### src/rtl/rv_mem_defs.sv
// Shared definitions for the data-memory load/store port: RV32 funct3 codes,
// datapath widths and the LSU FSM state encoding.
package rv_mem_defs;

  localparam int XLEN    = 32;
  localparam int NUM_COL = 4;

  localparam logic [2:0] F3_B  = 3'b000;
  localparam logic [2:0] F3_H  = 3'b001;
  localparam logic [2:0] F3_W  = 3'b010;
  localparam logic [2:0] F3_BU = 3'b100;
  localparam logic [2:0] F3_HU = 3'b101;

  typedef enum logic [1:0] {
    ST_IDLE    = 2'd0,
    ST_ACCESS  = 2'd1,
    ST_CAPTURE = 2'd2,
    ST_RESP    = 2'd3
  } lsu_state_e;

endpackage

### src/rtl/dmem_load_align.sv
// Selects the addressed byte/halfword lane of a BRAM read word and
// sign- or zero-extends it according to the load funct3.
module dmem_load_align
  import rv_mem_defs::*;
(
  input  logic [XLEN-1:0] rdata_i,
  input  logic [1:0]      off_i,
  input  logic [2:0]      funct3_i,
  output logic [XLEN-1:0] data_o
);

  logic [7:0]  byte_sel;
  logic [15:0] half_sel;

  always_comb begin
    byte_sel = rdata_i[{off_i, 3'b000} +: 8];
    half_sel = off_i[1] ? rdata_i[31:16] : rdata_i[15:0];
    case (funct3_i)
      F3_B:    data_o = {{24{byte_sel[7]}}, byte_sel};
      F3_H:    data_o = {{16{half_sel[15]}}, half_sel};
      F3_BU:   data_o = {24'h0, byte_sel};
      F3_HU:   data_o = {16'h0, half_sel};
      default: data_o = rdata_i;
    endcase
  end

endmodule

### src/rtl/dmem_lsu_port.sv
// Single-outstanding RV32 load/store initiator driving port B of a byte-write
// BRAM with one-cycle registered read latency.
// Handshakes: a transfer happens on a rising edge where valid && ready; the
// producer holds valid and payload stable until that edge.
module dmem_lsu_port
  import rv_mem_defs::*;
#(
  parameter int          ADDR_WIDTH = 15,
  parameter logic [31:0] BASE_ADDR  = 32'h0000_0000
) (
  input  logic                  clk,
  input  logic                  reset,
  input  logic                  req_valid,
  output logic                  req_ready,
  input  logic                  req_we,
  input  logic [2:0]            req_funct3,
  input  logic [31:0]           req_addr,
  input  logic [31:0]           req_wdata,
  output logic                  resp_valid,
  input  logic                  resp_ready,
  output logic [31:0]           resp_rdata,
  output logic                  resp_err,
  output logic                  mem_en,
  output logic [NUM_COL-1:0]    mem_we,
  output logic [ADDR_WIDTH-1:0] mem_addr,
  output logic [31:0]           mem_wdata,
  input  logic [31:0]           mem_rdata,
  output logic [1:0]            dbg_state
);

  lsu_state_e            state_q, state_d;
  logic                  mem_en_q, mem_en_d;
  logic [NUM_COL-1:0]    mem_we_q, mem_we_d;
  logic [ADDR_WIDTH-1:0] mem_addr_q, mem_addr_d;
  logic [31:0]           mem_wdata_q, mem_wdata_d;
  logic [2:0]            f3_q, f3_d;
  logic [1:0]            lane_q, lane_d;
  logic                  store_q, store_d;
  logic                  resp_valid_q, resp_valid_d;
  logic [31:0]           resp_rdata_q, resp_rdata_d;
  logic                  resp_err_q, resp_err_d;

  logic [31:0]        off;
  logic               req_err;
  logic               f3_ok;
  logic [NUM_COL-1:0] st_be;
  logic [31:0]        st_data;
  logic [31:0]        ld_data;

  dmem_load_align u_align (
    .rdata_i  (mem_rdata),
    .off_i    (lane_q),
    .funct3_i (f3_q),
    .data_o   (ld_data)
  );

  // Request decode: range, alignment and funct3 legality plus store lanes.
  always_comb begin
    off   = req_addr - BASE_ADDR;
    f3_ok = req_we ? (req_funct3 inside {F3_B, F3_H, F3_W})
                   : (req_funct3 inside {F3_B, F3_H, F3_W, F3_BU, F3_HU});
    req_err = ((off >> (ADDR_WIDTH + 2)) != 32'h0) || !f3_ok
           || ((req_funct3[1:0] == 2'b01) && off[0])
           || ((req_funct3[1:0] == 2'b10) && (off[1:0] != 2'b00));
    case (req_funct3[1:0])
      2'b00: begin
        st_be   = 4'b0001 << off[1:0];
        st_data = {4{req_wdata[7:0]}};
      end
      2'b01: begin
        st_be   = 4'b0011 << off[1:0];
        st_data = {2{req_wdata[15:0]}};
      end
      default: begin
        st_be   = 4'b1111;
        st_data = req_wdata;
      end
    endcase
  end

  always_comb begin
    state_d      = state_q;
    mem_en_d     = mem_en_q;
    mem_we_d     = mem_we_q;
    mem_addr_d   = mem_addr_q;
    mem_wdata_d  = mem_wdata_q;
    f3_d         = f3_q;
    lane_d       = lane_q;
    store_d      = store_q;
    resp_valid_d = resp_valid_q;
    resp_rdata_d = resp_rdata_q;
    resp_err_d   = resp_err_q;
    case (state_q)
      ST_IDLE: begin
        if (req_valid) begin
          f3_d    = req_funct3;
          lane_d  = off[1:0];
          store_d = req_we;
          if (req_err) begin
            resp_valid_d = 1'b1;
            resp_err_d   = 1'b1;
            resp_rdata_d = 32'h0;
            state_d      = ST_RESP;
          end else begin
            mem_en_d    = 1'b1;
            mem_we_d    = req_we ? st_be : 4'b0000;
            mem_addr_d  = off[ADDR_WIDTH+1:2];
            mem_wdata_d = req_we ? st_data : 32'h0;
            state_d     = ST_ACCESS;
          end
        end
      end
      ST_ACCESS: begin
        mem_en_d = 1'b0;
        mem_we_d = 4'b0000;
        state_d  = ST_CAPTURE;
      end
      ST_CAPTURE: begin
        resp_rdata_d = store_q ? 32'h0 : ld_data;
        resp_err_d   = 1'b0;
        resp_valid_d = 1'b1;
        state_d      = ST_RESP;
      end
      ST_RESP: begin
        if (resp_ready) begin
          resp_valid_d = 1'b0;
          resp_rdata_d = 32'h0;
          resp_err_d   = 1'b0;
          state_d      = ST_IDLE;
        end
      end
      default: state_d = ST_IDLE;
    endcase
  end

  always_ff @(posedge clk or posedge reset) begin
    if (reset) begin
      state_q      <= ST_IDLE;
      mem_en_q     <= 1'b0;
      mem_we_q     <= '0;
      mem_addr_q   <= '0;
      mem_wdata_q  <= '0;
      f3_q         <= '0;
      lane_q       <= '0;
      store_q      <= 1'b0;
      resp_valid_q <= 1'b0;
      resp_rdata_q <= '0;
      resp_err_q   <= 1'b0;
    end else begin
      state_q      <= state_d;
      mem_en_q     <= mem_en_d;
      mem_we_q     <= mem_we_d;
      mem_addr_q   <= mem_addr_d;
      mem_wdata_q  <= mem_wdata_d;
      f3_q         <= f3_d;
      lane_q       <= lane_d;
      store_q      <= store_d;
      resp_valid_q <= resp_valid_d;
      resp_rdata_q <= resp_rdata_d;
      resp_err_q   <= resp_err_d;
    end
  end

  assign req_ready  = (state_q == ST_IDLE);
  assign resp_valid = resp_valid_q;
  assign resp_rdata = resp_rdata_q;
  assign resp_err   = resp_err_q;
  assign mem_en     = mem_en_q;
  assign mem_we     = mem_we_q;
  assign mem_addr   = mem_addr_q;
  assign mem_wdata  = mem_wdata_q;
  assign dbg_state  = state_q;

endmodule

### config.mk
export PLATFORM = sky130hd
export DESIGN_NAME = dmem_lsu_port
export DESIGN_NICKNAME = d
export VERILOG_FILES = /design/src/rtl/rv_mem_defs.sv /design/src/rtl/dmem_load_align.sv /design/src/rtl/dmem_lsu_port.sv
export SDC_FILE = /design/constraint.sdc
export NUM_CORES = 1
export LEC_CHECK = 0
export CORE_MARGIN = 4
export CORE_UTILIZATION = 48
export DETAILED_ROUTE_END_ITERATION = 6
export PLACE_DENSITY = 0.87
export SYNTH_ARGS = -nofsm -noshare
export SYNTH_HDL_FRONTEND = slang
export SYNTH_SLANG_ARGS = --single-unit
### constraint.sdc
create_clock -name clk -period 8 [get_ports clk]
set_input_delay 0.8 -clock clk [delete_from_list [all_inputs] [get_ports clk]]
set_output_delay 0.8 -clock clk [all_outputs]
set_load 0.01 [all_outputs]
==> flow_summary.yaml, run 1 <==
cts:
  cts_tree: "done"
  cts_buffers: 9
  cts_resized: 0
  post_cts_buffers: 0
  clk_path_buf_depth: 2
  numClockSinks: 94
  cts_root_buf: "clkbuf_8"
  htreeDepth: 3
  ctsHoldBuffers: 0
  clk_pin_slew_ns: 0.09
  clock_latency_ns: 0.36
setup_path:
  worstPathCellList: "clkdlybuf4s50_1 -> o41ai_2 -> nand4_2 -> nor2_4 -> mux2_2"
  slowest_delay_ns: 1.11
  path_class: "input pin to flop"
  slowest_stage: "nor2_4"
  worst_setup_path_start_kind: "input pin"
  crit_path_end_kind: "flop"
  crit_required_ns: 8.24
  cp_max_fo: 42
  crit_arrival_ns: 4.58
  cp_num_buf_inv: 1
  crit_family: "simple AND/OR/NAND/NOR gates"
cells_and_area:
  fin_nets: 768
  ff_latch_area_sq_um: 2350
  fillCellCount: 764
  final_common_cell: "clkdlybuf4s50_1"
  mostFrequentLayoutCells: "192 x clkdlybuf4s50_1, 94 x dfrtp_1, 48 x inv_1, 48 x o21ai_0"
  diodes: 0
  area_growth_pct: 41.7
  layout-drive-gt1-share_pct: 13.4
  multi_input_area_sq_um: 2430
  fin_area_sq_um: 7320
  instances_no_fill: 800
detailed_routing:
  firstDrtPassIters: 5
  wl_per_cell_microns: 19.8
  viasPerCell: 5.81
  drc_errors: 0
  wl_microns: 15800
  detail-route-antenna-nets: 0
  via_count: 4649
  drtIter0Drc: 238
logic_synthesis:
  synth_area_sq_um: 5160
  synth_top_flop_cell: "dfrtp_1"
  syn-num-nets: 600
  ys_seq_area_share_pct: 45.5
  avgSynthCellArea_sq_um: 10.5
  synth_edf_count: 0
  yosysUniqueCellTypes: 46
  yosysWarnings: 0
  async_flop_share_pct: 100
  ys_ff_latch: 94
  synthCells: 491
floorplan:
  die_w_microns: 112
  io_pins: 193
  core_sq_um: 10400
  dieArea_sq_um: 12500
  rows: 37
  start_util_pct: 49.6
  die_y_microns: 112
sta:
  setup_tns_ns: 0
  clock.fmax_mhz: 230
  skew_ns: 0.0152
  min_period_ns: 4.34
  relSlewSlack_pct: 13.6
  rsz0062_at_grt: "false"
  post-route-period-util_pct: 54.3
  final_hold_viol_count: 0
  finalSetupViolations: 0
  drv_slew: 0
  worst_slew_pin_slew_ns: 1.29
power:
  power.switching_mw: 0.668
  p_seq_share_pct: 36.4
  leakage_nw: 3.17
  p_clk_share_pct: 18.4
  ir_drop_mv: 0.130
  p_int_mw: 1.20
  swShare_pct: 35.8
  power_density_nw_per_um2: 255
  comb_power_share_pct: 45.2
run_status:
  status: "complete, no violations"
grt:
  gr-total-overflow: 0
  grt-busiest-layer: "met2"
  grtUsageMet1_pct: 29.6
  grt_pass1_vias: 4909
  grt_use_met3_pct: 8.53
  met2_usage_pct: 41.8
  grt_pass1_wl_microns: 25200
  grt_start_max_net_pins: 63
  antenna_found_initial: 0
  grt_usage_pct: 25.1
place:
  dp_hpwl_microns: 11800
  gp_congestion: 0.892
  placed_cells: 783
  placed_area_sq_um: 7090
  portBuffers: 192
run:
  max-cap-violations: 0
min_path:
  hold_class: "flop to flop"
## layout make-up
type	count	share of cell area, %
Clock buffer	14	2.50
Clock inverter	2	0.513
Multi-Input combinational cell	308	33.2
Sequential cell	94	32.1
Tap cell	136	2.33
Timing Repair Buffer	197	26.8
Inverter	49	2.55
## per-layer routing
| metal | vias to the layer above | share of wire, % |
|---|---|---|
| li1 | 2119 | - |
| met1 | 2236 | 38 |
| met2 | 260 | 49 |
| met3 | 34 | 9.8 |
| met4 | 0 | 3.3 |
| met5 | - | 0 |
## registers in the layout, indices dropped and copies added (netlist names)
register    count
mem_wdata      32
mem_we          4
store_q         1
mem_addr       15
f3_q            3
resp_rdata     32
resp_valid      1
mem_en          1
resp_err        1
dbg_state       2
lane_q          2
## cell families (layout without fill, tap and decap cells)
kind of cell | after synthesis | in the layout | share of synthesized area (%)
AO/OA/AOI/OAI | 154 | 154 | 22.0
buffers and inverters | 89 | 262 | 7.63
AND/OR/NAND/NOR | 72 | 72 | 6.98
flip-flops | 94 | 94 | 45.5
multiplexers | 77 | 77 | 16.6
adder cells (fa/ha/maj) | 5 | 5 | 1.21
## power by group through the flow
stage	Clock (mW)	Combinational, mW	Sequential, mW
global route	0.370	0.909	0.694
global placement	0	0.820	0.680
finish	0.343	0.842	0.679
floorplan	0	0.521	0.684
CTS	0.350	0.842	0.678
detailed placement	0	0.839	0.688
## Yosys cell counts (2+ instances only)
cell type,count,area (sq um)
o221a_2,8,90.1
nand2_1,42,158
buf_2,9,45.0
nand2b_1,2,12.5
o31ai_1,16,120
mux2_4,4,60.1
clkbuf_1,23,86.3
nor4_1,3,18.8
o21a_1,10,75.1
a31o_2,8,70.1
mux2i_1,29,290
a21oi_1,2,10.0
a21boi_0,8,60.1
o211ai_1,8,60.1
nor2b_1,6,37.5
a211o_1,16,140
nor3_1,4,20.0
buf_6,4,45.0
o21ai_0,48,240
nand3_1,2,10.0
inv_1,49,184
nor2_1,6,22.5
o32ai_1,16,140
dfrtp_1,94,2350
a32oi_1,7,61.3
ha_1,5,62.6
buf_4,2,15.0
mux2_2,42,473
## worst reg2reg max path, stage by stage, from the launching register on
cell and delay (ns):
dfrtp_1 0.44, inv_1 0.13, ha_1 0.32, nor4b_4 0.31
o2111ai_4 0.55, nor2_4 1.00, mux2_2 0.43
## final timing paths
kind                               start        endpoint  cells past startpoint  slack (ns)
max in group asynchronous          reset     mem_addr[3]                      3        6.07
setup reg to reg            dbg_state[0]    mem_addr[14]                      6        4.71
min in group asynchronous          reset  resp_rdata[15]                      2        0.79
hold reg to reg              mem_addr[4]     mem_addr[4]                      1        0.50
setup / recovery           req_funct3[0]    mem_addr[14]                      5        3.66
hold / removal               mem_addr[4]     mem_addr[4]                      1        0.50
## metrics by stage
step	util [%]	power (mW)	hold slack, ns	setup WS, ns
floorplan	-	1.21	0.479	4.75
global placement	68.1	1.50	0.477	3.39
detailed placement	68.1	1.53	0.483	3.29
CTS	70.2	1.87	0.506	3.69
global route	70.3	1.97	0.528	3.39
finish	70.3	1.86	0.500	3.66
Power figures use the tool's default switching activity.
==> inputs of run 2 (changes only) <==
Settings changed: CORE_UTILIZATION 48 to 41, PLACE_DENSITY 0.87 to 0.79.
Clock period 8 ns to 3.7 ns, I/O delays scaled along.
==> run 2 against run 1 <==
Net effect: non-clock buffer count increased by 9; via count is 1.4% higher; combinational power up 120%; worst hold slack worse by 0.17 ns.
==> flow_summary.yaml, run 2 (same netlist as run 1, synthesis figures left out) <==
run_status:
  status: "complete, no violations"
sta:
  fin_ws_ns: 1.00
  rsz0062_at_grt: "false"
  min_period_ns: 2.70
  relSlewSlack_pct: 33.2
  setup_tns_ns: 0
  drv_slew: 0
  worst_slew_pin_slew_ns: 1.00
  clock.fmax_mhz: 370
  finalSetupViolations: 0
  finalHoldWorstSlack_ns: 0.328
  final_hold_viol_count: 0
  post-route-period-util_pct: 72.9
  skew_ns: 0.00718
floorplan:
  core_sq_um: 12200
  die_w_microns: 120
  dieArea_sq_um: 14500
  rows: 40
  start_util_pct: 42.5
  die_y_microns: 120
  io_pins: 193
setup_path:
  cp_num_buf_inv: 2
  cp_max_fo: 20
  timing.rr.start: "dbg_state[1]"
  crit_start: "dbg_state[1]"
  path_class: "flop to flop"
  ff2ff_setup_slack_ns: 1.00
  worst_setup_path_start_kind: "flop"
  worstPathCellList: "inv_1 -> ha_1 -> nor3_1 -> o21a_1 -> buf_4 -> mux2i_1"
  slowest_stage: "o21a_1"
  slowest_delay_ns: 0.81
  r2r-end: "resp_rdata[1]"
  crit_arrival_ns: 2.97
  crit_required_ns: 3.97
  r2r_cells: 6
  crit_path_end_kind: "flop"
  crit_family: "compound AO/OA/AOI/OAI gates"
min_path:
  hold_class: "input pin to async pin"
cts:
  clock_latency_ns: 0.35
  cts_root_buf: "clkbuf_16"
  clk_pin_slew_ns: 0.07
  ctsHoldBuffers: 0
  post_cts_buffers: 0
  cts_tree: "done"
  cts_buffers: 9
  numClockSinks: 94
  cts_resized: 0
  htreeDepth: 3
  clk_path_buf_depth: 2
place:
  portBuffers: 192
  dp_hpwl_microns: 12600
  dp_slack_ns: 0.716
  gp_congestion: 0.881
grt:
  grtUsageMet1_pct: 27.7
  grt_usage_pct: 23.6
  grt_use_met3_pct: 9.07
  gr-total-overflow: 0
  grt_pass1_wl_microns: 26600
  met2_usage_pct: 38.8
  grt-busiest-layer: "met2"
  antenna_found_initial: 0
  grt_pass1_vias: 4915
  grt_start_max_net_pins: 43
cells_and_area:
  mostFrequentLayoutCells: "192 x clkdlybuf4s50_1, 94 x dfrtp_1, 48 x inv_1, 48 x o21ai_0"
  fillCellCount: 1011
  diodes: 0
  fin_nets: 777
  final_common_cell: "clkdlybuf4s50_1"
  area_growth_pct: 45.3
  layout-drive-gt1-share_pct: 14.6
detailed_routing:
  via_count: 4716
  drc_errors: 0
  wl_microns: 16800
  drtIter0Drc: 440
  viasPerCell: 5.61
  detail-route-antenna-nets: 0
  wl_per_cell_microns: 20.0
  firstDrtPassIters: 5
run:
  max-cap-violations: 0
power:
  fin_total_pwr_mw: 4.30
  leakage_nw: 3.26
  power_density_nw_per_um2: 574
  ir_drop_mv: 0.228
run 2: cell types whose count changed in the layout (fill, tap and decap cells not counted), sizes merged:
cell	delta
clkbuf	-2
inv	-1
clkinv	+3
buf	+9
run 2: cell type report:
type                       instances  area (sq um)  area share (%)
multi-input combinational        308          2420            32.2
sequential                        94          2350            31.3
timing repair buffer             206          2030            27.0
clock buffer                      12           256            3.42
tap                              168           210            2.80
inverter                          49           185            2.47
clock inverter                     4          55.1           0.734
run 2: per-stage QoR:
stage          util [%]  cells  cell area, sq um
3_3_place_gp       59.1    825              7190
6_report           61.7    841              7500
4_1_cts            61.7    841              7500
2_1_floorplan         -    491              5160
5_1_grt            61.7    841              7500
3_5_place_dp       59.1    825              7190
run 2: power breakdown:
part | switching [mW] | total, mW | leakage, nW | internal, mW
clock | 0.413 | 0.977 | 0.149 | 0.564
combinational | 0.877 | 1.85 | 1.83 | 0.969
sequential | 0.236 | 1.48 | 1.28 | 1.25
run 2: metal layers:
layer / share of wire, % / up-vias
li1: - / 2145
met1: 38 / 2282
met2: 48 / 258
met3: 12 / 31
met4: 2.8 / 0
met5: 0 / -
run 2: worst register-to-register path, cell delays in order, from the launching register on:
cell and delay, ns:
dfrtp_1 0.43, inv_1 0.11, ha_1 0.43, nor3_1 0.27, o21a_1 0.81, buf_4 0.37
mux2i_1 0.21
run 2: how the worst max path moves through the flow:
stage / cells after the start / end / slack, ns
floorplan: 1 / dbg_state[0] / 0.88
global placement: 6 / resp_rdata[1] / 0.86
detailed placement: 6 / resp_rdata[1] / 0.72
CTS: 6 / resp_rdata[1] / 0.96
global route: 7 / resp_rdata[20] / 0.77
finish: 6 / resp_rdata[1] / 1.00
==> inputs of run 3 (changes only) <==
Settings changed: CORE_UTILIZATION 41 to 45, PLACE_DENSITY 0.79 to 0.82.
Clock period 3.7 ns to 2.7 ns, I/O delays scaled along.
==> run 3 against run 2 <==
Net effect: sequential share of layout area about the same; critical path depth increased by 1; routed wire length decreased by 7.0%; power increased by 36%; clock skew increased by 0.0067 ns; sequential cell count unchanged; maximum frequency increased by 15%; combinational power increased by 42%; first-iteration DRC count decreased by 12%; final area about the same; via count increased by 0.38%; critical endpoint is now resp_rdata[7].
==> flow_summary.yaml, run 3 (same netlist as run 1, synthesis figures left out) <==
floorplan:
  start_util_pct: 46.8
  core_sq_um: 11000
  die_w_microns: 115
  io_pins: 193
  dieArea_sq_um: 13300
  rows: 38
  die_y_microns: 115
detailed_routing:
  wl_per_cell_microns: 19.2
  wl_microns: 15600
  firstDrtPassIters: 5
  viasPerCell: 5.80
  detail-route-antenna-nets: 0
  drc_errors: 0
  drtIter0Drc: 387
  via_count: 4734
setup_path:
  cp_max_fo: 34
  ff2ff_setup_slack_ns: 0.36
  slowest_delay_ns: 0.44
  crit_path_end_kind: "flop"
  path_class: "flop to flop"
  slowest_stage: "dfrtp_1"
  worstPathCellList: "inv_1 -> ha_1 -> nor4b_4 -> o2111ai_4 -> o21a_1 -> buf_4 -> mux2_4"
  crit_arrival_ns: 2.56
  crit_required_ns: 2.92
  worst_setup_path_start_kind: "flop"
cts:
  ctsHoldBuffers: 0
  cts_resized: 0
  clk_pin_slew_ns: 0.07
  clk_path_buf_depth: 2
  cts_root_buf: "clkbuf_16"
  post_cts_buffers: 0
  clock_latency_ns: 0.35
  htreeDepth: 3
  cts_tree: "done"
  cts_buffers: 9
  numClockSinks: 94
cells_and_area:
  layout-drive-gt1-share_pct: 15.1
  fillCellCount: 833
  multi_input_area_sq_um: 2430
  ff_latch_area_sq_um: 2350
  final_common_cell: "clkdlybuf4s50_1"
  fin_util_pct: 68.1
  area_growth_pct: 45.4
  diodes: 0
  mostFrequentLayoutCells: "192 x clkdlybuf4s50_1, 94 x dfrtp_1, 48 x inv_1, 48 x o21ai_0"
  fin_nets: 780
grt:
  gr-total-overflow: 0
  grt_start_max_net_pins: 54
  antenna_found_initial: 0
  grt_pass1_vias: 4728
  grt_usage_pct: 23.5
  grt_pass1_wl_microns: 24500
power:
  power_density_nw_per_um2: 778
  p_int_mw: 3.74
  leakage_nw: 3.26
  power.switching_mw: 2.10
  p_seq_share_pct: 33.5
  ir_drop_mv: 0.539
  comb_power_share_pct: 45.1
  swShare_pct: 36.0
  p_clk_share_pct: 21.4
place:
  dp_hpwl_microns: 11500
  portBuffers: 192
  gp_congestion: 0.926
sta:
  finalSetupViolations: 0
  worst_slew_pin_slew_ns: 0.722
  min_period_ns: 2.34
  rsz0062_at_grt: "false"
  skew_ns: 0.0138
  drv_slew: 0
  post-route-period-util_pct: 86.6
  final_hold_viol_count: 0
  relSlewSlack_pct: 51.8
  clock.fmax_mhz: 428
  setup_tns_ns: 0
run:
  max-cap-violations: 0
min_path:
  hold_class: "input pin to async pin"
run_status:
  status: "complete, no violations"
==> run 3: per-stage QoR <==
stage               power [mW]  worst slack (ns)  instances  hold slack [ns]  cell area (sq um)
floorplan                 3.57             0.450        491            0.405               5170
finish                    5.84             0.363        816            0.362               7510
global route              6.16             0.231        816            0.420               7510
global placement          4.51             0.368        800            0.471               7220
detailed placement        4.59             0.353        800            0.482               7220
CTS                       5.86             0.362        816            0.380               7510
==> run 3: worst paths after layout <==
path,startpoint,depth (start not counted),endpoint
min in group clk,mem_addr[4],1,mem_addr[4]
max in group asynchronous,reset,3,resp_rdata[21]
setup reg to reg,dbg_state[1],7,resp_rdata[7]
hold / removal,reset,3,mem_we[3]
setup / recovery,dbg_state[1],7,resp_rdata[7]
hold reg to reg,mem_addr[4],1,mem_addr[4]
==> run 3: worst max-delay path: cells and delay by family (launching register included) <==
kind,cells,cell delay (ns)
AO/OA/AOI/OAI,2,0.42
adder cells (fa/ha/maj),1,0.31
flip-flops,1,0.44
multiplexers,1,0.34
AND/OR/NAND/NOR,1,0.30
buffers and inverters,2,0.38
==> run 3: cell type report <==
class,instances,area share [%]
inverter,49,2.50
timing repair buffer,209,27.6
tap,140,2.33
multi-input combinational,308,32.3
sequential,94,31.3
clock inverter,5,0.533
clock buffer,11,3.36
==> run 3: power by group through the flow <==
stage          Sequential (mW)  Clock (mW)  Combinational, mW
2_1_floorplan             2.03           0               1.54
3_3_place_gp              1.96           0               2.55
3_5_place_dp              1.98           0               2.61
4_1_cts                   1.96        1.27               2.63
5_1_grt                   2.00        1.33               2.84
6_report                  1.96        1.25               2.63
==> run 3: metal layers <==
layer	global-route usage (%)	share of wire, %	up-vias
met5	0	0	-
met4	8.92	2.5	0
met3	7.16	10	29
met2	39.3	50	263
met1	28.5	38	2299
li1	-	-	2143
